### src/rtl/hazard_ctrl_unit.sv
// Pipeline hazard controller: load-use stall, mult/div interlock, branch squash, dmem freeze + watchdog.
// Optional performance counters are built only when HAZARD_PERF_EN is defined.
module hazard_ctrl_unit #(
  parameter int REG_ADDR_W  = 5,
  parameter int LOAD_STAGES = 1,
  parameter int MD_LATENCY  = 32,
  parameter int MEM_TIMEOUT = 64
) (
  input  logic                  clk_i,
  input  logic                  rst_i,
  input  logic                  id_ex_mem_read_i,
  input  logic [REG_ADDR_W-1:0] id_ex_rt_i,
  input  logic                  ex_mem_mem_read_i,
  input  logic [REG_ADDR_W-1:0] ex_mem_rt_i,
  input  logic [REG_ADDR_W-1:0] if_id_rs_i,
  input  logic [REG_ADDR_W-1:0] if_id_rt_i,
  input  logic                  if_id_uses_rs_i,
  input  logic                  if_id_uses_rt_i,
  input  logic                  if_id_md_op_i,
  input  logic                  id_ex_md_start_i,
  input  logic                  branch_taken_i,
  input  logic                  dmem_req_i,
  input  logic                  dmem_ready_i,
  output logic                  pc_write_o,
  output logic                  if_id_write_o,
  output logic                  id_ex_write_o,
  output logic                  ex_mem_write_o,
  output logic                  if_id_flush_o,
  output logic                  id_ex_flush_o,
  output logic                  stall_o,
  output logic                  md_busy_o,
  output logic                  mem_timeout_o,
  output logic [31:0]           stall_cnt_o,
  output logic [31:0]           flush_cnt_o,
  output logic [31:0]           freeze_cnt_o
);

  typedef enum logic {MD_IDLE, MD_BUSY} md_state_e;

  md_state_e   state_q, state_d;
  logic [7:0]  md_cnt_q, md_cnt_d;
  logic [15:0] wait_cnt_q, wait_cnt_d;
  logic        mem_timeout_q;
  logic        freeze, ex_hit, mem_hit, hazard;

  assign freeze = dmem_req_i && !dmem_ready_i;

  // Register $0 is hard-wired, so a load targeting it never creates a dependency.
  assign ex_hit  = id_ex_mem_read_i && (id_ex_rt_i != '0) &&
                   ((id_ex_rt_i == if_id_rs_i && if_id_uses_rs_i) ||
                    (id_ex_rt_i == if_id_rt_i && if_id_uses_rt_i));
  assign mem_hit = (LOAD_STAGES == 2) && ex_mem_mem_read_i && (ex_mem_rt_i != '0) &&
                   ((ex_mem_rt_i == if_id_rs_i && if_id_uses_rs_i) ||
                    (ex_mem_rt_i == if_id_rt_i && if_id_uses_rt_i));
  assign hazard  = ex_hit || mem_hit || (md_busy_o && if_id_md_op_i);

  always_comb begin
    pc_write_o     = 1'b1;
    if_id_write_o  = 1'b1;
    id_ex_write_o  = 1'b1;
    ex_mem_write_o = 1'b1;
    if_id_flush_o  = 1'b0;
    id_ex_flush_o  = 1'b0;
    stall_o        = 1'b0;
    if (freeze) begin
      pc_write_o     = 1'b0;
      if_id_write_o  = 1'b0;
      id_ex_write_o  = 1'b0;
      ex_mem_write_o = 1'b0;
    end else if (branch_taken_i) begin
      if_id_flush_o = 1'b1;
      id_ex_flush_o = 1'b1;
    end else if (hazard) begin
      pc_write_o    = 1'b0;
      if_id_write_o = 1'b0;
      id_ex_flush_o = 1'b1;
      stall_o       = 1'b1;
    end
  end

  // Mult/div occupancy; the counter keeps running through a freeze.
  always_comb begin
    state_d  = state_q;
    md_cnt_d = md_cnt_q;
    case (state_q)
      MD_IDLE: if (id_ex_md_start_i && !freeze && !branch_taken_i) begin
        state_d  = MD_BUSY;
        md_cnt_d = 8'(MD_LATENCY - 1);
      end
      MD_BUSY: begin
        if (md_cnt_q == 8'd0) state_d = MD_IDLE;
        else                  md_cnt_d = md_cnt_q - 8'd1;
      end
      default: state_d = MD_IDLE;
    endcase
  end

  always_ff @(posedge clk_i) begin
    if (rst_i) begin
      state_q  <= MD_IDLE;
      md_cnt_q <= 8'd0;
    end else begin
      state_q  <= state_d;
      md_cnt_q <= md_cnt_d;
    end
  end

  assign md_busy_o = (state_q == MD_BUSY);

  assign wait_cnt_d = !freeze ? 16'd0 :
                      (wait_cnt_q == 16'hFFFF) ? wait_cnt_q : wait_cnt_q + 16'd1;

  always_ff @(posedge clk_i) begin
    if (rst_i) begin
      wait_cnt_q    <= 16'd0;
      mem_timeout_q <= 1'b0;
    end else begin
      wait_cnt_q <= wait_cnt_d;
      if (freeze && wait_cnt_d == 16'(MEM_TIMEOUT)) mem_timeout_q <= 1'b1;
    end
  end

  assign mem_timeout_o = mem_timeout_q;

`ifdef HAZARD_PERF_EN
  logic [31:0] stall_cnt_q, flush_cnt_q, freeze_cnt_q;

  always_ff @(posedge clk_i) begin
    if (rst_i) begin
      stall_cnt_q  <= '0;
      flush_cnt_q  <= '0;
      freeze_cnt_q <= '0;
    end else begin
      if (stall_o && stall_cnt_q != '1)                          stall_cnt_q  <= stall_cnt_q + 32'd1;
      if ((if_id_flush_o || id_ex_flush_o) && flush_cnt_q != '1) flush_cnt_q  <= flush_cnt_q + 32'd1;
      if (freeze && freeze_cnt_q != '1)                          freeze_cnt_q <= freeze_cnt_q + 32'd1;
    end
  end

  assign stall_cnt_o  = stall_cnt_q;
  assign flush_cnt_o  = flush_cnt_q;
  assign freeze_cnt_o = freeze_cnt_q;
`else
  assign stall_cnt_o  = '0;
  assign flush_cnt_o  = '0;
  assign freeze_cnt_o = '0;
`endif

endmodule

### config.mk
export PLATFORM = sky130hd
export DESIGN_NAME = hazard_ctrl_unit
export DESIGN_NICKNAME = d
export VERILOG_FILES = /design/src/rtl/hazard_ctrl_unit.sv
export SDC_FILE = /design/constraint.sdc
export NUM_CORES = 1
export LEC_CHECK = 0
export ABC_AREA = 1
export CORE_ASPECT_RATIO = 0.75
export CORE_MARGIN = 2
export CORE_UTILIZATION = 43
export DETAILED_ROUTE_END_ITERATION = 16
export MAX_ROUTING_LAYER = met4
export PLACE_DENSITY = 0.91
export SYNTH_ARGS = -nofsm -noshare
export SYNTH_HDL_FRONTEND = slang
export SYNTH_SLANG_ARGS = --single-unit
### constraint.sdc
create_clock -name clk_i -period 3.4 [get_ports clk_i]
set_input_delay 1.02 -clock clk_i [delete_from_list [all_inputs] [get_ports clk_i]]
set_output_delay 1.02 -clock clk_i [all_outputs]
set_load 0.01 [all_outputs]
# After elaboration in Yosys (flattened, before gate mapping)
# Index checks and enable logic that the tools add are counted.
totals:
  inputBits: 31
  elab_cells: 49
  reg_bits: 26
  output_inout_bits: 105
classes:
  eq_ne: 6
  bitwise_logic: 1
  n_addsub: 2
  reduce_logical: 17
  n_mux: 19
op_table:
  columns: ["operator", "count"]
  rows:
  - ["16-bit two-way mux", 2]
  - ["16-bit by 1-bit adder with 16-bit output, second input constant", 1]
  - ["16-bit equality test, second input constant", 1]
  - ["16-bit by 7-bit equality test with 1-bit output, second input constant", 1]
  - ["8-bit two-way mux", 2]
  - ["8-bit case mux with 2 select lines", 1]
  - ["1-bit two-way mux", 13]
  - ["5-bit equality test", 2]
  - ["1-bit logical AND", 9]
  - ["8-bit logical NOT", 1]
  - ["8-bit by 1-bit subtractor with 8-bit output, second input constant", 1]
  - ["5-bit nonzero test", 1]
  - ["2-bit != test, second input constant", 2]
  - ["1-bit logical NOT", 3]
  - ["1-bit logical OR", 2]
  - ["1-bit case mux with 2 select lines", 1]
  - ["2-bit AND reduction", 1]
  - ["1-bit inverter", 1]

# Depth between registers and ports, before layout
# Gate-level depths: netlist (run 1).
logic_depth:
  word_depth: 8
  depth_mapped: 13
  depth_no_buf: 12

# Worst setup path before layout (run 1)
# No wires, ideal clock.
synth_timing:
  path_type: "input port to output port"
  start: "in dmem_req_i"
  end: "out pc_write_o"
  setup_slack_ns: 0.328
  path_stages: 6
  n_path_buf: 3
  t_arrival_ns: 2.052
  path_cell_list: "inv_1 -> nor2_2 -> buf_2 -> buf_1 -> a21oi_1 -> buf_4"
synth_between:
  elab_chain_cells: 2
synth_lines:
  columns: ["item", "line", "source"]
  rows:
  - ["start, declared", "22", "input logic dmem_req_i,"]
  - ["1-bit logical AND", "46", "assign freeze = dmem_req_i && !dmem_ready_i;"]
  - ["1-bit two-way mux", null, null]
  - ["end, declared", "24", "output logic pc_write_o,"]
# Every way passes these cells.

# Final worst setup path (run 1)
layout_timing:
  start: "in dmem_req_i"
  end: "out if_id_flush_o"
layout_between:
  elab_chain_cells: 2
layout_lines:
  columns: ["item", "line", "source"]
  rows:
  - ["1-bit logical AND", "46", null]
  - ["1-bit two-way mux", "65", "if (freeze) begin"]
  - ["end, declared", "28", "output logic if_id_flush_o,"]
# Every way passes these cells.

==> results of run 1 <==
-- cell type report --
cell class | instances | area [µm²]
Multi-Input combinational cell | 310 | 1464
Timing Repair Buffer | 38 | 395.4
Inverter | 44 | 165.2
Clock buffer | 3 | 41.29
Tap cell | 78 | 97.59
Fill cell | 584 | 3052
Sequential cell | 26 | 520.5
-- cells in the mapped netlist, types with 4 or more instances --
cell | instances | area [µm²]
sky130_fd_sc_hd__o21ai_0 | 6 | 30.03
sky130_fd_sc_hd__nand2_2 | 6 | 37.54
sky130_fd_sc_hd__inv_2 | 5 | 18.77
sky130_fd_sc_hd__nand3_1 | 25 | 125.1
sky130_fd_sc_hd__a21oi_1 | 10 | 50.05
sky130_fd_sc_hd__nor2_4 | 4 | 45.04
sky130_fd_sc_hd__nand2_1 | 73 | 274.0
sky130_fd_sc_hd__dfxtp_1 | 26 | 520.5
sky130_fd_sc_hd__xor2_1 | 5 | 43.79
sky130_fd_sc_hd__nand4_1 | 9 | 56.30
sky130_fd_sc_hd__inv_1 | 39 | 146.4
sky130_fd_sc_hd__nor2_1 | 46 | 172.7
sky130_fd_sc_hd__buf_4 | 98 | 735.7
-- metrics by stage --
step | cells | utilization [%]
floorplan | 483 | -
global placement | 496 | 45.38
detailed placement | 496 | 45.38
CTS | 499 | 46.03
global route | 499 | 46.79
finish | 499 | 46.79
-- flip-flops by register name, summed over array words and instances (netlist names) --
signal / cells
md_busy_o: 1
md_cnt_q: 8
mem_timeout_o: 1
wait_cnt_q: 16
-- metal layers --
layer  GRT usage, %  vias up  part of all wire, %
met2          25.39       92                   49
met4          5.638        0                  1.3
met1          17.39      968                   42
li1               -     1084                    -
met3          1.726        7                  7.4
met5              -        -                    0
-- report_power, final --
| part | switching [mW] | leakage [nW] | internal, mW |
|---|---|---|---|
| Clock | 0.0932 | 0.0216 | 0.0795 |
| Combinational | 0.128 | 1.17 | 0.0688 |
| Sequential | 0.0101 | 0.211 | 0.317 |
| Total | 0.231 | 1.41 | 0.465 |
-- kinds of logic after synthesis --
kind of cell    after synthesis
simple gates                176
buf+inv                     147
compound gates               28
flops                        26
xor+xnor                      8
fa+ha+maj                     2
other cells                   1
-- final timing paths --
| path | startpoint | to | slack, ns |
|---|---|---|---|
| worst min-delay path | md_cnt_q[7] | md_cnt_q[7] | 0.47 |
| worst min register to register | md_cnt_q[7] | md_cnt_q[7] | 0.47 |
| worst max-delay path | dmem_req_i | if_id_flush_o | 0.08 |
| worst max register to register | wait_cnt_q[0] | mem_timeout_o | 1.37 |
-- tightest hold or removal path: stages (launching register included) --
cell and delay [ns]:
sky130_fd_sc_hd__dfxtp_1 0.32, sky130_fd_sc_hd__nand2_1 0.06, sky130_fd_sc_hd__a21oi_1 0.05
-- what timing repair did --
item	CTS	global route
resized for setup	26	18
pin swaps	1	8
endpoints found under the setup margin	4	6
hold endpoints to repair	0	0
==> reports/metrics.json, run 1 <==
{
  "sta": {
    "max_freq_mhz": 300.9,
    "setup_slack_ns": 0.07688,
    "slew_headroom_pct": 60.00,
    "finalCriticalPeriod_ns": 3.323,
    "grt_setup_unrepaired": "false",
    "tightestPinTransition_ns": 0.5981,
    "timing.setup.tns_ns": 0,
    "endpoints_failing_hold": 0,
    "clock_skew_ns": 0.002891,
    "holdWs_ns": 0.4695,
    "final_report_setup_violation_count": 0,
    "finalCritPeriodShare_pct": 97.74,
    "timing_max_transition_violations_final": 0
  },
  "yosys": {
    "yosys.cell_types.count": 34,
    "synth_mux_area_share_pct": 0,
    "synth_simple_gate_area_share_pct": 32.23,
    "synth_fa_ha_area_share_pct": 0.9886,
    "synth_enable_flop_cells": 0,
    "synth_compound_gate_area_share_pct": 6.624,
    "synth.ff_latch_count": 26,
    "yosysSeqAreaShare_pct": 20.56,
    "syn-instance-count": 388,
    "post_synth_xor_area_fraction_pct": 2.768,
    "ys_warn_count": 0,
    "postSynthAreaPerCell_um2": 6.524,
    "netlist_area_um2": 2531,
    "async_reset_ff_share_pct": 0,
    "postSynth.topFlopCell": "sky130_fd_sc_hd__dfxtp_1",
    "largest_family_of_logic_cells_by_synthesized_area": "buffers and inverters"
  },
  "clock_network": {
    "cts_max_level": 1,
    "tritoncts.num_buffers": 3,
    "cts_setup_buffers": 0,
    "cts_sinks": 26,
    "cts_hold_buffers": 0,
    "insertion_delay_ns": 0.27,
    "cts.path.max_buffers": 2,
    "tritoncts_clock_tree": "done",
    "clock-root-buffer": "sky130_fd_sc_hd__clkbuf_8",
    "clk_pin_slew_ns": 0.08
  },
  "power_and_ir_drop": {
    "power_per_cell_area_nw_per_um2": 259.2,
    "power.leakage_nw": 1.407,
    "finalPower_uw": 695.7,
    "ir_drop_v": 0.0001588
  },
  "setup_path": {
    "critical_path.most_common_cell": "sky130_fd_sc_hd__clkdlybuf4s50_1",
    "critical_path_arrival_ns": 2.30,
    "critical_path.n_buffers_inverters": 4,
    "critical_path_depth": 6,
    "r2r.worst_path.cells": 11,
    "critPathCaptureType": "output pin",
    "start_kind": "primary input",
    "timing_worst_setup_path_type": "primary input to output pin",
    "crit_path_max_incr_delay_ns": 0.48,
    "critPathSlowestCell": "sky130_fd_sc_hd__clkdlybuf4s50_1",
    "crit_path_cell_trace": "clkdlybuf4s50_1 > inv_1 > nor2_2 > buf_12 > nor2_1 > clkdlybuf4s50_1",
    "critical_path.top_delay_family": "buffers and inverters",
    "required_ns": 2.38,
    "largest_driver_fanout_on_the_critical_path": 7
  },
  "route": {
    "antenna_left": 0,
    "routed_wl_um": 4959,
    "via_count": 2151,
    "drt_pre_antenna_iters": 4,
    "drc": 0,
    "drtIter0Drc": 173,
    "wl_per_cell_um": 9.938,
    "drt-vias-per-instance": 4.311
  },
  "layout": {
    "finish.net_count": 456,
    "post_synthesis_to_final_layout_area_growth_pct": 6.030,
    "commonest_non_fill_non_tap_cells_in_the_layout": "96 x sky130_fd_sc_hd__conb_1, 71 x sky130_fd_sc_hd__nand2_1, 46 x sky130_fd_sc_hd__nor2_1, 35 x sky130_fd_sc_hd__inv_1, 26 x sky130_fd_sc_hd__dfxtp_1",
    "proportion_of_layout_cells_with_a_drive_suffix_above_1_pct": 11.64,
    "antenna_cells_inserted": 0,
    "final_design_area_no_fill_um2": 2684,
    "final_common_cell": "sky130_fd_sc_hd__conb_1"
  },
  "global_routing": {
    "wire_length_of_the_first_global_routing_pass_um": 7624,
    "grtUsageTotal_pct": 14.65,
    "overflow": 0,
    "antenna_violations_before_repair": 0,
    "grt_start_max_net_pins": 20,
    "vias_in_the_first_global_route": 1847
  },
  "place": {
    "dp_hpwl_um": 3928,
    "io_buffer_count": 33,
    "place_worst_setup_slack_ns": -0.4729,
    "final_weighted_congestion_in_routability_driven_placement": 0.8752,
    "postPlaceCellArea_um2": 2603
  },
  "floorplanning": {
    "std_cell_rows": 24,
    "dieWidth_um": 92.59,
    "initial_core_util_pct": 44.13,
    "die_h_um": 70.45,
    "die-area_um2": 6523,
    "floorplan.io_pins": 136,
    "core_region_area_um2": 5736
  },
  "status": {
    "status": "finished clean"
  },
  "job": {
    "max-cap-violations": 0
  },
  "hold_path": {
    "hold-path-cell-count": 2,
    "timing.hold.worst.class": "flop to flop"
  }
}
Power figures use the tool's default switching activity.
==> run 2: changes to the inputs <==
--- a/config.mk
+++ b/config.mk
@@ -8,10 +8,10 @@
 export ABC_AREA = 1
 export CORE_ASPECT_RATIO = 0.75
 export CORE_MARGIN = 2
-export CORE_UTILIZATION = 43
+export CORE_UTILIZATION = 40
 export DETAILED_ROUTE_END_ITERATION = 16
 export MAX_ROUTING_LAYER = met4
-export PLACE_DENSITY = 0.91
+export PLACE_DENSITY = 0.86
 export SYNTH_ARGS = -nofsm -noshare
 export SYNTH_HDL_FRONTEND = slang
 export SYNTH_SLANG_ARGS = --single-unit
==> constraint.sdc (replaced) <==
create_clock -name clk_i -period 3.48 [get_ports clk_i]
set_input_delay 1.044 -clock clk_i [delete_from_list [all_inputs] [get_ports clk_i]]
set_output_delay 1.044 -clock clk_i [all_outputs]
set_load 0.01 [all_outputs]
==> run 2 against run 1 <==
Hold slack better by 0.00064 ns. Power grew 10%. Final area up 1.4%. Count of clock-buffer cells in the layout unchanged. Combinational power about the same. Non-clock buffer count unchanged. Global-route usage down 1.1 points. First-iteration DRC count decreased by 23%. Critical path type unchanged.
==> reports/metrics.json, run 2 (synthesized netlist as in run 1, its figures left out) <==
{
  "status": {
    "status": "finished clean"
  },
  "job": {
    "max-cap-violations": {"value": 0, "change": "unchanged"}
  },
  "floorplanning": {
    "dieWidth": {"value": 95.86, "unit": "µm", "change": "+3.5%"},
    "die-area": {"value": 6987, "unit": "µm²", "change": "+7.1%"},
    "std_cell_rows": {"value": 25, "change": "+4.2%"},
    "die_h": {"value": 72.89, "unit": "µm", "change": "+3.5%"},
    "floorplan.io_pins": {"value": 136, "change": "unchanged"},
    "core_region_area": {"value": 6225, "unit": "µm²", "change": "+8.5%"},
    "initial_core_util": {"value": 40.66, "unit": "%", "change": "-3.5 points"}
  },
  "setup_path": {
    "r2r.worst_path.cells": {"value": 11, "change": "unchanged"},
    "critPathSlowestCell": "sky130_fd_sc_hd__clkdlybuf4s50_1",
    "setup_slack_reg_to_reg": {"value": 1.49, "unit": "ns", "change": "+0.12 ns"},
    "timing_worst_setup_path_type": "primary input to output pin",
    "crit_path_max_incr_delay": {"value": 0.41, "unit": "ns", "change": "-0.07 ns"},
    "crit_path_cell_trace": "clkdlybuf4s50_1 > xor2_1 > nor2_1 > nand3_1 > nand2_1 > nand2_2 > nand2_2 > nand2_1 > nor2_1 > buf_2",
    "critical_path_arrival": {"value": 2.31, "unit": "ns", "change": "about the same"},
    "required": {"value": 2.44, "unit": "ns", "change": "+0.06 ns"},
    "start_kind": "primary input",
    "critPathCaptureType": "output pin",
    "setup.worst_path.start": "if_id_rs_i[4]",
    "r2r-start": "wait_cnt_q[0]",
    "largest_driver_fanout_on_the_critical_path": {"value": 2, "change": "-5"},
    "rr_endpoint": "mem_timeout_o"
  },
  "global_routing": {
    "overflow": {"value": 0, "change": "unchanged"},
    "wire_length_of_the_first_global_routing_pass": {"value": 7431, "unit": "µm", "change": "-2.5%"},
    "grt_start_max_net_pins": {"value": 20, "change": "unchanged"},
    "grtUsageTotal": {"value": 13.55, "unit": "%", "change": "-1.1 points"},
    "vias_in_the_first_global_route": {"value": 1813, "change": "-1.8%"},
    "antenna_violations_before_repair": {"value": 0, "change": "unchanged"}
  },
  "layout": {
    "proportion_of_layout_cells_with_a_drive_suffix_above_1": {"value": 12.32, "unit": "%", "change": "+0.68 points"},
    "commonest_non_fill_non_tap_cells_in_the_layout": "96 x sky130_fd_sc_hd__conb_1, 71 x sky130_fd_sc_hd__nand2_1, 46 x sky130_fd_sc_hd__nor2_1, 35 x sky130_fd_sc_hd__inv_1, 26 x sky130_fd_sc_hd__dfxtp_1",
    "largest_reg_flops": {"value": 16, "change": "unchanged"},
    "final_common_cell": "sky130_fd_sc_hd__conb_1",
    "finish.net_count": {"value": 456, "change": "unchanged"},
    "post_synthesis_to_final_layout_area_growth_pct": 7.563,
    "antenna_cells_inserted": {"value": 0, "change": "unchanged"},
    "final_design_area_no_fill": {"value": 2723, "unit": "µm²", "change": "+1.4%"},
    "regMostFlops": "wait_cnt_q",
    "layout.cells.non_filler": {"value": 503, "change": "+0.80%"},
    "largestRegisters": "wait_cnt_q: 16 flops, md_cnt_q: 8 flops"
  },
  "sta": {
    "final_report_setup_violation_count": {"value": 0, "change": "unchanged"},
    "finalCriticalPeriod_ns": 3.353,
    "max_freq_mhz": 298.3,
    "timing_max_transition_violations_final": {"value": 0, "change": "unchanged"},
    "endpoints_failing_hold": {"value": 0, "change": "unchanged"},
    "grt_setup_unrepaired": "false",
    "clock_skew": {"value": 0.005632, "unit": "ns", "change": "+0.002741 ns"},
    "finalCritPeriodShare_pct": 96.34,
    "setup_slack": {"value": 0.1272, "unit": "ns", "change": "+0.05033 ns"}
  },
  "route": {
    "wl_per_cell": {"value": 9.706, "unit": "µm", "change": "-2.3%"},
    "drt-vias-per-instance": {"value": 4.270, "change": "-0.93%"},
    "drtIter0Drc": {"value": 133, "change": "-23%"},
    "drt_pre_antenna_iters": {"value": 4, "change": "unchanged"},
    "via_count": {"value": 2148, "change": "-0.14%"},
    "routed_wl": {"value": 4882, "unit": "µm", "change": "-1.6%"},
    "drc": {"value": 0, "change": "unchanged"},
    "antenna_left": {"value": 0, "change": "unchanged"}
  },
  "power_and_ir_drop": {
    "power_per_cell_area": {"value": 282.0, "unit": "nW/µm²", "change": "+8.8%"},
    "power.switching_fraction": {"value": 30.95, "unit": "%", "change": "-2.2 points"},
    "clockPowerShare": {"value": 33.2, "unit": "%", "change": "+8.4 points"},
    "netSwitchingPower": {"value": 237.6, "unit": "µW", "change": "+2.9%"},
    "seqPwrFrac": {"value": 41.6, "unit": "%", "change": "-5.4 points"},
    "comb_power_share": {"value": 25.2, "unit": "%", "change": "-3.0 points"},
    "finalPower": {"value": 767.7, "unit": "µW", "change": "+10%"},
    "internal_power": {"value": 530.1, "unit": "µW", "change": "+14%"},
    "power.leakage": {"value": 1.422, "unit": "nW", "change": "+1.0%"},
    "ir_drop": {"value": 0.0001489, "unit": "V", "change": "-6.2%"}
  },
  "hold_path": {
    "hold_path_end": "md_cnt_q[7]",
    "hold-path-cell-count": {"value": 2, "change": "unchanged"},
    "timing.hold.worst.start": "md_cnt_q[7]",
    "timing.hold.worst.class": "flop to flop"
  },
  "clock_network": {
    "tritoncts_clock_tree": "done",
    "cts_max_level": {"value": 1, "change": "unchanged"},
    "clock-root-buffer": "sky130_fd_sc_hd__clkbuf_8",
    "insertion_delay": {"value": 0.28, "unit": "ns", "change": "about the same"},
    "cts_hold_buffers": {"value": 0, "change": "unchanged"},
    "cts.path.max_buffers": {"value": 2, "change": "unchanged"},
    "tritoncts.num_buffers": {"value": 3, "change": "unchanged"},
    "clk_pin_slew": {"value": 0.09, "unit": "ns", "change": "about the same"},
    "cts_sinks": {"value": 26, "change": "unchanged"}
  },
  "place": {
    "postPlaceCellArea": {"value": 2586, "unit": "µm²", "change": "-0.63%"},
    "final_weighted_congestion_in_routability_driven_placement": {"value": 0.9397, "change": "+7.4%"},
    "dp_hpwl": {"value": 3909, "unit": "µm", "change": "-0.48%"},
    "io_buffer_count": {"value": 33, "change": "unchanged"},
    "place_worst_setup_slack": {"value": -0.4576, "unit": "ns", "change": "+0.01534 ns"},
    "placedCellCount": {"value": 498, "change": "+0.40%"}
  }
}
[run 2: layout make-up]
type                       instances  area, µm²
clock inverter                     1      30.03
clock buffer                       3      41.29
fill                             631       3502
multi-input combinational        310       1480
tap                               81      101.3
sequential                        26      520.5
inverter                          44      165.2
timing repair buffer              38      384.1
[run 2: power by group through the flow]
stage          logic [mW]  registers (mW)  clock network (mW)
6_report            0.194           0.320               0.255
3_3_place_gp        0.182           0.325                   0
3_5_place_dp        0.187           0.326                   0
5_1_grt             0.218           0.321               0.269
4_1_cts             0.188           0.319               0.262
2_1_floorplan       0.209           0.324                   0
[run 2: how the worst max path moves through the flow]
stage                         end  depth (start not counted)
finish                    stall_o                         10
global route              stall_o                         10
CTS                 if_id_write_o                         10
detailed placement  if_id_write_o                         10
global placement          stall_o                         10
floorplan              pc_write_o                          6
[run 2: what timing repair did]
| item | CTS | global route |
|---|---|---|
| pin swaps | 3 | 8 |
| gates resized for setup | 25 | 21 |
| setup buffers | 0 | 1 |
| endpoints found under the setup margin | 6 | 5 |
[run 2: worst max-delay path: cells and delay by family]
kind          cells  cell delay (ns)
xor+xnor          1             0.14
simple gates      7             0.57
buf+inv           2             0.55
[run 2: routing by layer]
layer	track usage, %	up-vias	wire (µm)	share of wire [%]
li1	-	1087	-	-
met1	16.65	956	2105	43
met2	22.61	96	2396	49
met3	1.550	9	303	6.2
met4	5.714	0	78	1.6
met5	-	-	0	0
[run 2: stage by stage]
stage          hold slack, ns  utilization (%)  TNS, ns
6_report               0.4702            43.74        0
5_1_grt                0.4893            43.74        0
4_1_cts                0.4709            42.73        0
3_5_place_dp           0.4532            41.55   -1.796
3_3_place_gp           0.4517            41.55   -1.598
2_1_floorplan          0.4436                -        0
==> run 3: changes to the inputs <==
--- a/config.mk
+++ b/config.mk
@@ -8,10 +8,12 @@
 export ABC_AREA = 1
 export CORE_ASPECT_RATIO = 0.75
 export CORE_MARGIN = 2
-export CORE_UTILIZATION = 40
+export CORE_UTILIZATION = 64
 export DETAILED_ROUTE_END_ITERATION = 16
+export DONT_BUFFER_PORTS = 1
 export MAX_ROUTING_LAYER = met4
-export PLACE_DENSITY = 0.86
+export PLACE_DENSITY = 0.84
+export SKIP_CTS_REPAIR_TIMING = 1
 export SYNTH_ARGS = -nofsm -noshare
 export SYNTH_HDL_FRONTEND = slang
 export SYNTH_SLANG_ARGS = --single-unit
==> run 3 against run 2 <==
Flip-flop and latch count unchanged. Combinational power shrank 26%. Fmax increased by 8.8%. Clock skew decreased by 0.0023 ns. Power shrank 6.7%. Critical path depth down 3. Die area shrank 36%. Hold slack worse by 0.0028 ns. Non-clock buffer count fell by 36. Via count shrank 5.4%. Largest cell class unchanged.
==> reports/metrics.json, run 3 (synthesized netlist as in run 1, its figures left out) <==
{
  "status": {
    "status": "finished clean"
  },
  "sta": {
    "grt_setup_unrepaired": "false",
    "clock_skew": {"value": 0.003341, "unit": "ns", "change": "-0.002291 ns"},
    "finalCriticalPeriod": {"value": 3.083, "unit": "ns", "change": "-0.2700 ns"},
    "max_freq": {"value": 324.4, "unit": "MHz", "change": "+8.8%"},
    "final_report_setup_violation_count": {"value": 0, "change": "unchanged"},
    "timing_max_transition_violations_final": {"value": 0, "change": "unchanged"},
    "finalCritPeriodShare": {"value": 88.59, "unit": "%", "change": "-7.8 points"},
    "tightestPinTransition_ns": 0.5398,
    "timing.setup.tns": {"value": 0, "unit": "ns", "change": "unchanged"},
    "endpoints_failing_hold": {"value": 0, "change": "unchanged"},
    "slew_headroom_pct": 64.13
  },
  "clock_network": {
    "clock-root-buffer": "sky130_fd_sc_hd__clkbuf_8",
    "cts.path.max_buffers": {"value": 2, "change": "unchanged"},
    "clk_pin_slew": {"value": 0.09, "unit": "ns", "change": "about the same"},
    "tritoncts.num_buffers": {"value": 3, "change": "unchanged"},
    "insertion_delay": {"value": 0.27, "unit": "ns", "change": "about the same"},
    "tritoncts_clock_tree": "done",
    "cts_sinks": {"value": 26, "change": "unchanged"},
    "cts_max_level": {"value": 1, "change": "unchanged"}
  },
  "setup_path": {
    "timing_worst_setup_path_type": "primary input to output pin",
    "largest_driver_fanout_on_the_critical_path": {"value": 5, "change": "+3"},
    "critical_path_arrival": {"value": 2.04, "unit": "ns", "change": "-0.27 ns"},
    "required": {"value": 2.44, "unit": "ns", "change": "about the same"},
    "start_kind": "primary input",
    "critPathCaptureType": "output pin"
  },
  "layout": {
    "fillers": {"value": 352, "change": "-44%"},
    "antenna_cells_inserted": {"value": 0, "change": "unchanged"},
    "proportion_of_layout_cells_with_a_drive_suffix_above_1": {"value": 8.549, "unit": "%", "change": "-3.8 points"},
    "final-seq-area": {"value": 520.5, "unit": "µm²", "change": "unchanged"},
    "commonest_non_fill_non_tap_cells_in_the_layout": "96 x sky130_fd_sc_hd__conb_1, 73 x sky130_fd_sc_hd__nand2_1, 46 x sky130_fd_sc_hd__nor2_1, 39 x sky130_fd_sc_hd__inv_1, 26 x sky130_fd_sc_hd__dfxtp_1",
    "post_synthesis_to_final_layout_area_growth_pct": -10.08,
    "largest_reg_flops": {"value": 16, "change": "unchanged"},
    "finish.net_count": {"value": 420, "change": "-7.9%"},
    "finish.utilization": {"value": 60.98, "unit": "%", "change": "+17 points"},
    "layout.cells.non_filler": {"value": 438, "change": "-13%"},
    "final_common_cell": "sky130_fd_sc_hd__conb_1",
    "multiInputGateArea": {"value": 1439, "unit": "µm²", "change": "-2.8%"},
    "regMostFlops": "wait_cnt_q",
    "largestRegisters": "wait_cnt_q: 16 flops, md_cnt_q: 8 flops"
  },
  "global_routing": {
    "grtUsageTotal": {"value": 20.47, "unit": "%", "change": "+6.9 points"},
    "grt_start_max_net_pins": {"value": 23, "change": "+15%"},
    "overflow": {"value": 0, "change": "unchanged"},
    "vias_in_the_first_global_route": {"value": 1676, "change": "-7.6%"},
    "wire_length_of_the_first_global_routing_pass": {"value": 7307, "unit": "µm", "change": "-1.7%"},
    "antenna_violations_before_repair": {"value": 0, "change": "unchanged"}
  },
  "route": {
    "routed_wl": {"value": 4523, "unit": "µm", "change": "-7.4%"},
    "drc": {"value": 0, "change": "unchanged"},
    "wl_per_cell": {"value": 10.33, "unit": "µm", "change": "+6.4%"},
    "drt-vias-per-instance": {"value": 4.639, "change": "+8.6%"},
    "via_count": {"value": 2032, "change": "-5.4%"},
    "drtIter0Drc": {"value": 139, "change": "+4.5%"},
    "antenna_left": {"value": 0, "change": "unchanged"},
    "drt_pre_antenna_iters": {"value": 6, "change": "+2"}
  },
  "power_and_ir_drop": {
    "finalPower": {"value": 716.3, "unit": "µW", "change": "-6.7%"},
    "netSwitchingPower": {"value": 217.6, "unit": "µW", "change": "-8.4%"},
    "power.switching_fraction": {"value": 30.38, "unit": "%", "change": "-0.57 points"},
    "comb_power_share": {"value": 20.0, "unit": "%", "change": "-5.2 points"},
    "ir_drop": {"value": 0.0001901, "unit": "V", "change": "+28%"},
    "power_per_cell_area": {"value": 314.7, "unit": "nW/µm²", "change": "+12%"},
    "clockPowerShare": {"value": 35.4, "unit": "%", "change": "+2.2 points"},
    "seqPwrFrac": {"value": 44.6, "unit": "%", "change": "+3.0 points"},
    "power.leakage": {"value": 1.145, "unit": "nW", "change": "-19%"},
    "internal_power": {"value": 498.6, "unit": "µW", "change": "-5.9%"}
  },
  "job": {
    "max-cap-violations": {"value": 0, "change": "unchanged"}
  },
  "floorplanning": {
    "initial_core_util": {"value": 67.82, "unit": "%", "change": "+27 points"},
    "core_region_area": {"value": 3732, "unit": "µm²", "change": "-40%"},
    "floorplan.io_pins": {"value": 136, "change": "unchanged"},
    "die_h": {"value": 58.47, "unit": "µm", "change": "-20%"},
    "dieWidth": {"value": 76.62, "unit": "µm", "change": "-20%"},
    "die-area": {"value": 4479, "unit": "µm²", "change": "-36%"},
    "std_cell_rows": {"value": 19, "change": "-24%"}
  },
  "hold_path": {
    "timing.hold.worst.class": "flop to flop"
  },
  "place": {
    "placedCellCount": {"value": 434, "change": "-13%"},
    "io_buffer_count": {"value": 0, "change": "-100%"},
    "final_weighted_congestion_in_routability_driven_placement": {"value": 0.9712, "change": "+3.4%"},
    "dp_hpwl": {"value": 3611, "unit": "µm", "change": "-7.6%"}
  }
}
run 3: cell count changes in the layout (fill, tap and decap cells not counted), moves of 2 or more:
| cell | delta |
|---|---|
| sky130_fd_sc_hd__inv_2 | -4 |
| sky130_fd_sc_hd__buf_4 | -3 |
| sky130_fd_sc_hd__a221oi_2 | -2 |
| sky130_fd_sc_hd__clkdlybuf4s50_1 | -13 |
| sky130_fd_sc_hd__a221oi_1 | +2 |
| sky130_fd_sc_hd__inv_1 | +4 |
| sky130_fd_sc_hd__nand2_1 | +2 |
| sky130_fd_sc_hd__buf_2 | -4 |
| sky130_fd_sc_hd__dlymetal6s2s_1 | -15 |
| sky130_fd_sc_hd__nand2_2 | -2 |
run 3: final cells by class:
type                       count  share of cell area (%)
sequential                    26                   22.87
timing repair buffer           2                  0.6597
tap                           52                   2.859
clock buffer                   3                   1.814
multi-input combinational    310                   63.22
clock inverter                 1                   1.319
inverter                      44                   7.257
run 3: power by group through the flow:
stage / clock network (mW) / registers, mW / logic (mW)
after floorplan: 0 / 0.324 / 0.209
after global placement: 0 / 0.326 / 0.136
after detailed placement: 0 / 0.326 / 0.139
after CTS: 0.259 / 0.319 / 0.140
after global routing: 0.268 / 0.322 / 0.165
final: 0.253 / 0.320 / 0.143
run 3: critical path, cell delays in order:
cell and delay (ns):
sky130_fd_sc_hd__inv_1 0.10, sky130_fd_sc_hd__nand4_1 0.10, sky130_fd_sc_hd__o21ai_0 0.16, sky130_fd_sc_hd__inv_1 0.06, sky130_fd_sc_hd__nand2_1 0.08, sky130_fd_sc_hd__nand2_1 0.07, sky130_fd_sc_hd__a21oi_1 0.44
run 3: per-stage QoR:
step                      hold slack, ns  cell area [µm²]  worst slack, ns
after floorplan                   0.4436             2888           0.3602
after global placement            0.4447             2205           0.4405
after detailed placement          0.4580             2205           0.4105
after CTS                         0.4717             2276           0.4098
after global routing              0.4919             2276           0.2531
final                             0.4674             2276           0.3972
run 3: metal layers:
layer  part of all wire (%)  up-vias  global-route usage, %
li1                       -     1012                      -
met1                     42      889                  25.62
met2                     45      121                  34.89
met3                     11       10                  2.914
met4                    1.5        0                  6.494
met5                      0        -                      -
run 3: final timing paths:
| kind | start | endpoint | slack [ns] | cells past startpoint |
|---|---|---|---|---|
| worst min-delay path | md_cnt_q[7] | md_cnt_q[7] | 0.47 | 2 |
| worst max-delay path | id_ex_rt_i[1] | if_id_write_o | 0.40 | 7 |
| worst min register to register | md_cnt_q[7] | md_cnt_q[7] | 0.47 | 2 |
| worst max register to register | wait_cnt_q[0] | mem_timeout_o | 1.50 | 11 |
